<file path="src/rtl/psu_sw_press_meter.sv">
// psu_sw_press_meter: measures how long the front-panel power switch is held, in ms.
// Debounces press and release, reports the held time once per accepted press and
// classifies it as short or long. Flags an ongoing hold once it reaches LONG_MS.
// Optional feature macro: PSU_SW_GLITCH_LOG_EN enables the rejected-press counter
// on oGlitchCnt. Without it the output is tied to 0.
module psu_sw_press_meter #(
  parameter int unsigned CLKS_PER_MS = 2000,
  parameter int unsigned DEBOUNCE_MS = 20,
  parameter int unsigned LONG_MS     = 4000,
  parameter int unsigned CNT_W       = 16
) (
  input  logic             iClk,
  input  logic             iRst,
  input  logic             iSw_n,
  output logic             oPressed,
  output logic             oLongHold,
  output logic             oValid,
  output logic [CNT_W-1:0] oMs,
  output logic             oShort,
  output logic             oLong,
  output logic [7:0]       oGlitchCnt
);

  localparam int unsigned DEB_CLKS = DEBOUNCE_MS * CLKS_PER_MS;
  localparam int unsigned PRE_W    = (CLKS_PER_MS > 1) ? $clog2(CLKS_PER_MS) : 1;
  localparam int unsigned DEB_W    = (DEB_CLKS > 0) ? $clog2(DEB_CLKS + 1) : 1;

  localparam logic [PRE_W-1:0] PRE_LAST = PRE_W'(CLKS_PER_MS - 1);
  localparam logic [DEB_W-1:0] DEB_LAST = DEB_W'(DEB_CLKS);
  // One extra bit so the threshold compares correctly against a saturated count.
  localparam logic [CNT_W:0]   LONG_VAL = (CNT_W + 1)'(LONG_MS);

  typedef enum logic [2:0] {
    StIdle,
    StDebPress,
    StHeld,
    StDebRel,
    StReport
  } state_e;

  state_e             state_q;
  logic               sw_meta_q;
  logic               sw_n_q;
  logic [PRE_W-1:0]   pre_q;
  logic [PRE_W-1:0]   pre_next;
  logic [CNT_W-1:0]   ms_q;
  logic [CNT_W-1:0]   ms_next;
  logic [CNT_W-1:0]   snap_q;
  logic [DEB_W-1:0]   deb_q;
  logic               ms_tick;

  // Two-flop synchronizer for the asynchronous switch pin; idles released (high).
  always_ff @(posedge iClk) begin
    if (iRst) begin
      sw_meta_q <= 1'b1;
      sw_n_q    <= 1'b1;
    end else begin
      sw_meta_q <= iSw_n;
      sw_n_q    <= sw_meta_q;
    end
  end

  // Next values of the prescaler and the saturating millisecond counter.
  always_comb begin
    ms_tick  = (pre_q == PRE_LAST);
    pre_next = ms_tick ? '0 : pre_q + PRE_W'(1);
    ms_next  = ms_q;
    if (ms_tick && (ms_q != {CNT_W{1'b1}})) begin
      ms_next = ms_q + CNT_W'(1);
    end
  end

  // Press/release FSM with counters and registered outputs.
  always_ff @(posedge iClk) begin
    if (iRst) begin
      state_q   <= StIdle;
      pre_q     <= '0;
      ms_q      <= '0;
      deb_q     <= '0;
      snap_q    <= '0;
      oPressed  <= 1'b0;
      oLongHold <= 1'b0;
      oValid    <= 1'b0;
      oMs       <= '0;
      oShort    <= 1'b0;
      oLong     <= 1'b0;
    end else begin
      oValid <= 1'b0;
      unique case (state_q)
        StIdle: begin
          pre_q <= '0;
          ms_q  <= '0;
          deb_q <= '0;
          if (!sw_n_q) begin
            state_q <= StDebPress;
          end
        end

        StDebPress: begin
          pre_q <= pre_next;
          ms_q  <= ms_next;
          if (deb_q == DEB_LAST) begin
            state_q  <= StHeld;
            deb_q    <= '0;
            oPressed <= 1'b1;
          end else if (sw_n_q) begin
            // Too short to be a press: drop it and restart from zero.
            state_q <= StIdle;
            pre_q   <= '0;
            ms_q    <= '0;
            deb_q   <= '0;
          end else begin
            deb_q <= deb_q + DEB_W'(1);
          end
        end

        StHeld: begin
          pre_q <= pre_next;
          ms_q  <= ms_next;
          if ({1'b0, ms_q} >= LONG_VAL) begin
            oLongHold <= 1'b1;
          end
          if (sw_n_q) begin
            // Snapshot includes this cycle so the count ends on DEB_REL entry.
            state_q <= StDebRel;
            snap_q  <= ms_next;
            deb_q   <= '0;
          end
        end

        StDebRel: begin
          pre_q <= pre_next;
          ms_q  <= ms_next;
          if (deb_q == DEB_LAST) begin
            state_q   <= StReport;
            oValid    <= 1'b1;
            oMs       <= snap_q;
            oShort    <= ({1'b0, snap_q} <  LONG_VAL);
            oLong     <= ({1'b0, snap_q} >= LONG_VAL);
            oPressed  <= 1'b0;
            oLongHold <= 1'b0;
          end else if (!sw_n_q) begin
            // Release bounce: the hold continues, snapshot is retaken later.
            state_q <= StHeld;
            deb_q   <= '0;
          end else begin
            deb_q <= deb_q + DEB_W'(1);
          end
        end

        StReport: begin
          state_q <= StIdle;
          pre_q   <= '0;
          ms_q    <= '0;
          deb_q   <= '0;
        end

        default: begin
          state_q <= StIdle;
        end
      endcase
    end
  end

`ifdef PSU_SW_GLITCH_LOG_EN
  logic glitch_evt;

  // Same condition as the DEB_PRESS -> IDLE transition above.
  assign glitch_evt = (state_q == StDebPress) && (deb_q != DEB_LAST) && sw_n_q;

  // Saturating count of rejected presses, cleared only by reset.
  always_ff @(posedge iClk) begin
    if (iRst) begin
      oGlitchCnt <= 8'd0;
    end else if (glitch_evt && (oGlitchCnt != 8'hFF)) begin
      oGlitchCnt <= oGlitchCnt + 8'd1;
    end
  end
`else
  assign oGlitchCnt = 8'd0;
`endif

endmodule

</file>
<file path="config.mk">
export PLATFORM = sky130hd
export DESIGN_NAME = psu_sw_press_meter
export DESIGN_NICKNAME = d
export VERILOG_FILES = /design/src/rtl/psu_sw_press_meter.sv
export SDC_FILE = /design/constraint.sdc
export NUM_CORES = 1
export LEC_CHECK = 0
export CAP_MARGIN = 20
export CELL_PAD_IN_SITES_DETAIL_PLACEMENT = 2
export CELL_PAD_IN_SITES_GLOBAL_PLACEMENT = 2
export CORE_MARGIN = 2
export CORE_UTILIZATION = 38
export CTS_CLUSTER_DIAMETER = 50
export DETAILED_ROUTE_END_ITERATION = 16
export PLACE_DENSITY_LB_ADDON = 0.1
export SLEW_MARGIN = 20
export SYNTH_ARGS = -nofsm -noshare
export SYNTH_HDL_FRONTEND = slang
export SYNTH_SLANG_ARGS = --single-unit
</file>
<file path="constraint.sdc">
create_clock -name iClk -period 4.3 [get_ports iClk]
set_input_delay 0.43 -clock iClk [delete_from_list [all_inputs] [get_ports iClk]]
set_output_delay 0.43 -clock iClk [all_outputs]
set_load 0.02 [all_outputs]
</file>
Word-level counts from Yosys, hierarchy flattened
Index checks and enable logic that the tools add are counted.

word-level totals
  register bits = 85
  logic and storage cells = 77
  output and inout port bits = 29
  input port bits = 3

cells by class
  multiplexer cells = 27
  order comparisons = 3
  bitwise logic cells = 1
  $add $sub $neg = 3
  reductions and logical operators = 15
  equality and inequality tests = 15

operators with widths
  operator                 number
  $mux W16                 8
  $pmux W16 S4             1
  $pmux W16 S3             1
  $mux W11                 3
  $pmux W11 S3             1
  $add A16 B1 Y16 const B  2
  $ge A16 B12 Y1 const B   2
  $mux W3                  6
  $eq A16 B16 Y1 const B   1
  $lt A16 B12 Y1 const B   1
  $ne A16 B16 Y1 const B   1
  $ne A2 B2 Y1 const B     6
  $pmux W3 S4              1
  $add A11 B1 Y11 const B  1
  $eq A11 B11 Y1 const B   1
  $reduce_and A3 Y1        3
  $eq A3 B2 Y1 const B     2
  $ne A3 B3 Y1 const B     2
  $reduce_or A2 Y1         3
  $mux W1                  4
  $pmux W1 S2              2
  $reduce_and A2 Y1        2
  $reduce_and A4 Y1        1
  $reduce_bool A2 Y1       2
  other kinds (7)          7

Longest topological paths before layout
  depth in word-level cells = 6
  depth in mapped cells = 9
  mapped depth without buffers = 7

Worst setup path after synthesis
Ideal clock, no wire load.

  kind = register to register
  start = register pre_q[0]
  end = register ms_q[10]
  library setup time = 0.070 ns
  path slack = 2.162 ns
  path buffers = 1
  data required time = 4.230 ns
  arrival = 2.068 ns
  stages on the path, launching flop included = 8
  period minus slack after synthesis = 2.138 ns
  cell sequence = dfxtp_1 -> ha_1 -> nand3_1 -> or2_1 -> buf_2 -> or4_4 -> or4_1 -> a21oi_1

between the ends
  longest elaborated chain between the ends = 6

RTL lines
  element                   RTL line  text
  start: declaration        44        logic [PRE_W-1:0] pre_q;
  start signal: assignment  100       pre_q <= pre_next;
  start signal: assignment  118       pre_q <= pre_next;
  start signal: assignment  132       pre_q <= pre_next;
  $eq A11 B11 Y1 *          65        ms_tick = (pre_q == PRE_LAST);
  $logic_and A1 B1 Y1 *     68        if (ms_tick && (ms_q != {CNT_W{1'b1}})) begin
  $mux W16 *                68
  $mux W16                  106       end else if (sw_n_q) begin
  $mux W16                  102       if (deb_q == DEB_LAST) begin
  $pmux W16 S3 *            89        unique case (state_q)
  end signal: assignment    101       ms_q <= ms_next;
  end signal: assignment    119       ms_q <= ms_next;
  end signal: assignment    133       ms_q <= ms_next;
  end: declaration          46        logic [CNT_W-1:0] ms_q;

Mark *: on every way between the ends. The rest lies on a longest branch, timed or not.
A chain may end at the register's enable or synchronous reset.

Worst setup path after layout
  start = register deb_q[6]
  end = register pre_q[5]

between the ends
  longest elaborated chain between the ends = 3

RTL lines
  element                   RTL line  text
  start: declaration        49        logic [DEB_W-1:0] deb_q;
  start signal: assignment  113       deb_q <= deb_q + DEB_W'(1);
  start signal: assignment  147       deb_q <= deb_q + DEB_W'(1);
  $eq A16 B16 Y1            102
  $mux W11                  102
  $pmux W11 S3              89

No other way between the ends.

==> flow_summary.json <==
{
  "post_synth_main_area_contributors": "dfxtp_1 (42%), nand2_1 (5.3%), nor2_1 (4.7%)",
  "coreArea_sq_mm": 0.01037,
  "drt-wirelength-per-cell_um": 18.00,
  "grt_antenna_before_repair": 0,
  "layoutNonFillerInstCount": 644,
  "rows": 37,
  "final_core_utilization_pct": 44.00,
  "synth_top_area_share_pct": 41.65,
  "cts-htree-levels": 3,
  "drcViolationCount": 0,
  "max_cap_viol_count": 0,
  "placement.io_buffers": 23,
  "timing.critical_path.arrival_ns": 3.16,
  "setup-tns-final_ns": 0,
  "tightestPinTransition_ns": 0.8594,
  "yosys.area.top_type": "dfxtp_1",
  "clock-skew-final_ns": 0.008856,
  "first_global_vias": 3796,
  "min_period_over_period_pct": 66.23,
  "cts_tree": "built",
  "synth_cell_type_count": 51,
  "worst_setup_path_start_kind": "flip-flop",
  "dpl_worst_slack_ns": 1.459,
  "cts-root-buf": "clkbuf_8",
  "die_y_um": 107.7,
  "period_minus_slack_ns": 2.848,
  "postPlaceCellArea_sq_mm": 0.004328,
  "post_cts_hold_buffer_count": 0,
  "global_route.overflow_total": 0,
  "viasPerCell": 5.689,
  "num_vias": 3664,
  "hold_slack_ns": 0.4324,
  "power.density_cell_area_mw_per_mm2": 324.9,
  "fmax_mhz": 351.1,
  "critical-path-max-stage-delay_ns": 0.73,
  "filler_cell_count": 1174,
  "power.ir.vdd_worst_v": 0.0002072,
  "finalNetCount": 511,
  "placedCellCount": 628,
  "ant_nets": 0,
  "synth.cells.most_frequent": "dfxtp_1 (85), nand2_1 (58), nor2_1 (51)",
  "critPathSlowestCell": "a211oi_1",
  "finalWeightedCongestion": 0.7805,
  "die_width_um": 107.7,
  "design_power_total_mw": 1.483,
  "outcome": "completed",
  "timing_max_transition_violations_final": 0,
  "timing_hold_violations_final": 0,
  "maxSlewHeadroom_pct": 42.22,
  "grt_setup_unrepaired": "false",
  "yosys_register_bits": 85,
  "synthArstFlopShare_pct": 0,
  "drt_wl_total_um": 11600,
  "clock_insertion_delay_worst_skew_ns": 0.38,
  "synthesis.instances": 500,
  "drc_violation_total_after_the_first_tritonroute_iteration": 121,
  "critical_path_data_required_time_ns": 4.61,
  "layout-drive-gt1-share_pct": 6.102,
  "timing.final.ws_setup_ns": 1.452,
  "crit_path_max_fanout": 13,
  "synthesis.area_sq_mm": 0.004085,
  "worstHoldPathType": "flip-flop to flip-flop",
  "drt-pass1-iter-count": 4,
  "clock_sinks": 85,
  "worst_setup_path_type": "flip-flop to flip-flop",
  "clk_transition_reported_paths_ns": 0.09,
  "synthMostInstantiatedCell": "dfxtp_1",
  "cts.repair.resized": 0,
  "layout-area-overhead-vs-synth_pct": 11.70,
  "grtUsageTotal_pct": 21.94,
  "critical_path.cell_chain": "nor4b_1 -> nand4_1 -> a211oi_1 -> o31ai_1 -> nor2_1",
  "hpwl_um": 8246,
  "initial_utilization_pct": 39.39,
  "post-cts-setup-buffers": 0,
  "synthesis.area_per_instance_sq_um": 8.170,
  "dieArea_sq_mm": 0.01160,
  "grt_start_max_net_pins": 33,
  "ys.flop_type": "dfxtp_1",
  "yosysWarningCount": 0,
  "finalInstanceArea_sq_mm": 0.004563,
  "diodes": 0,
  "cp-end-kind": "flip-flop",
  "cts-buffers-inserted": 9,
  "design.portCount": 32,
  "total_leakage_power_nw": 1.279,
  "synth_enable_flop_cells": 0,
  "first_pass_grt_wire_length_um": 19900,
  "ys_seq_area_share_pct": 41.65,
  "finalSetupViolCount": 0,
  "cts-root-to-sink-buffers": 2
}
## final cells by class
class	instances	area [sq um]	share of cell area (%)
multi-input combinational	374	2186	47.90
sequential	85	1702	37.29
timing repair buffer	24	237.7	5.210
tap	136	170.2	3.729
clock buffer	11	151.4	3.318
clock inverter	5	82.58	1.810
inverter	9	33.78	0.7403
## registers in the layout, summed over array words and instances (netlist names), 3 cells and up
| signal | cells |
|---|---|
| oMs | 16 |
| pre_q | 11 |
| ms_q | 16 |
| snap_q | 16 |
| deb_q | 16 |
| state_q | 3 |
## layout by cell type (no fill, tap or decap), drive strengths merged, types with 3 or more instances in the layout
master          n
nor4            5
nor2           51
or4             8
nand3          14
clkbuf         11
a211oi          4
or2             6
a21oi          38
and2            4
dfxtp          85
and3            9
o211ai          5
inv             9
clkdlybuf4s50  23
o21ai          32
nor2b           3
and4            6
clkinv          3
xnor2          16
nand2          58
nor3           11
xor2            8
o31ai          11
o41ai           3
a311oi         15
nand4          12
a211o           4
or3            19
ha              5
conb            8
## per-layer routing
layer / global-route usage [%] / vias to the layer above / part of all wire, %
met5: 0 / - / 0
met4: 6.319 / 0 / 1.3
met2: 35.62 / 42 / 46
met1: 28.83 / 1816 / 50
met3: 5.448 / 13 / 2.6
li1: - / 1793 / -
## worst max-delay path, delay by kind of cell (launching register included)
kind	cells	cell delay (ns)
AND/OR/NAND/NOR	3	1.24
AO/OA/AOI/OAI	2	1.10
flip-flops	1	0.43
## power by group
group          total [mW]  internal (mW)  switching (mW)  leakage [nW]
logic              0.0256        0.00646          0.0192         0.475
clock network       0.666          0.360           0.306         0.120
registers           0.791          0.788         0.00291         0.685
total                1.48           1.15           0.328          1.28
## logic make-up (layout without fill, tap and decap cells)
kind of cell | count (synthesis) | in the layout | synth area share, %
AOI/OAI and AO/OA | 121 | 121 | 18.96
xor gates and xnor gates | 24 | 24 | 5.145
adders and majority gates | 5 | 5 | 1.531
buffers and inverters | 48 | 49 | 5.513
DFF | 85 | 85 | 41.65
other | 1 | 8 | 0.09180
and+or+nand+nor | 216 | 216 | 27.11
## final timing paths
path,slack [ns],endpoint,cells past startpoint,start
worst max-delay path,1.45,pre_q[5]$_SDFFE_PP0P_,5,deb_q[6]$_SDFFE_PP0P_
worst min-delay path,0.43,sw_n_q$_SDFF_PP1_,1,sw_meta_q$_SDFF_PP1_
worst max register to register,1.45,pre_q[5]$_SDFFE_PP0P_,5,deb_q[6]$_SDFFE_PP0P_
worst min register to register,0.43,sw_n_q$_SDFF_PP1_,1,sw_meta_q$_SDFF_PP1_
Note: power is estimated with default switching activity, not from simulation.
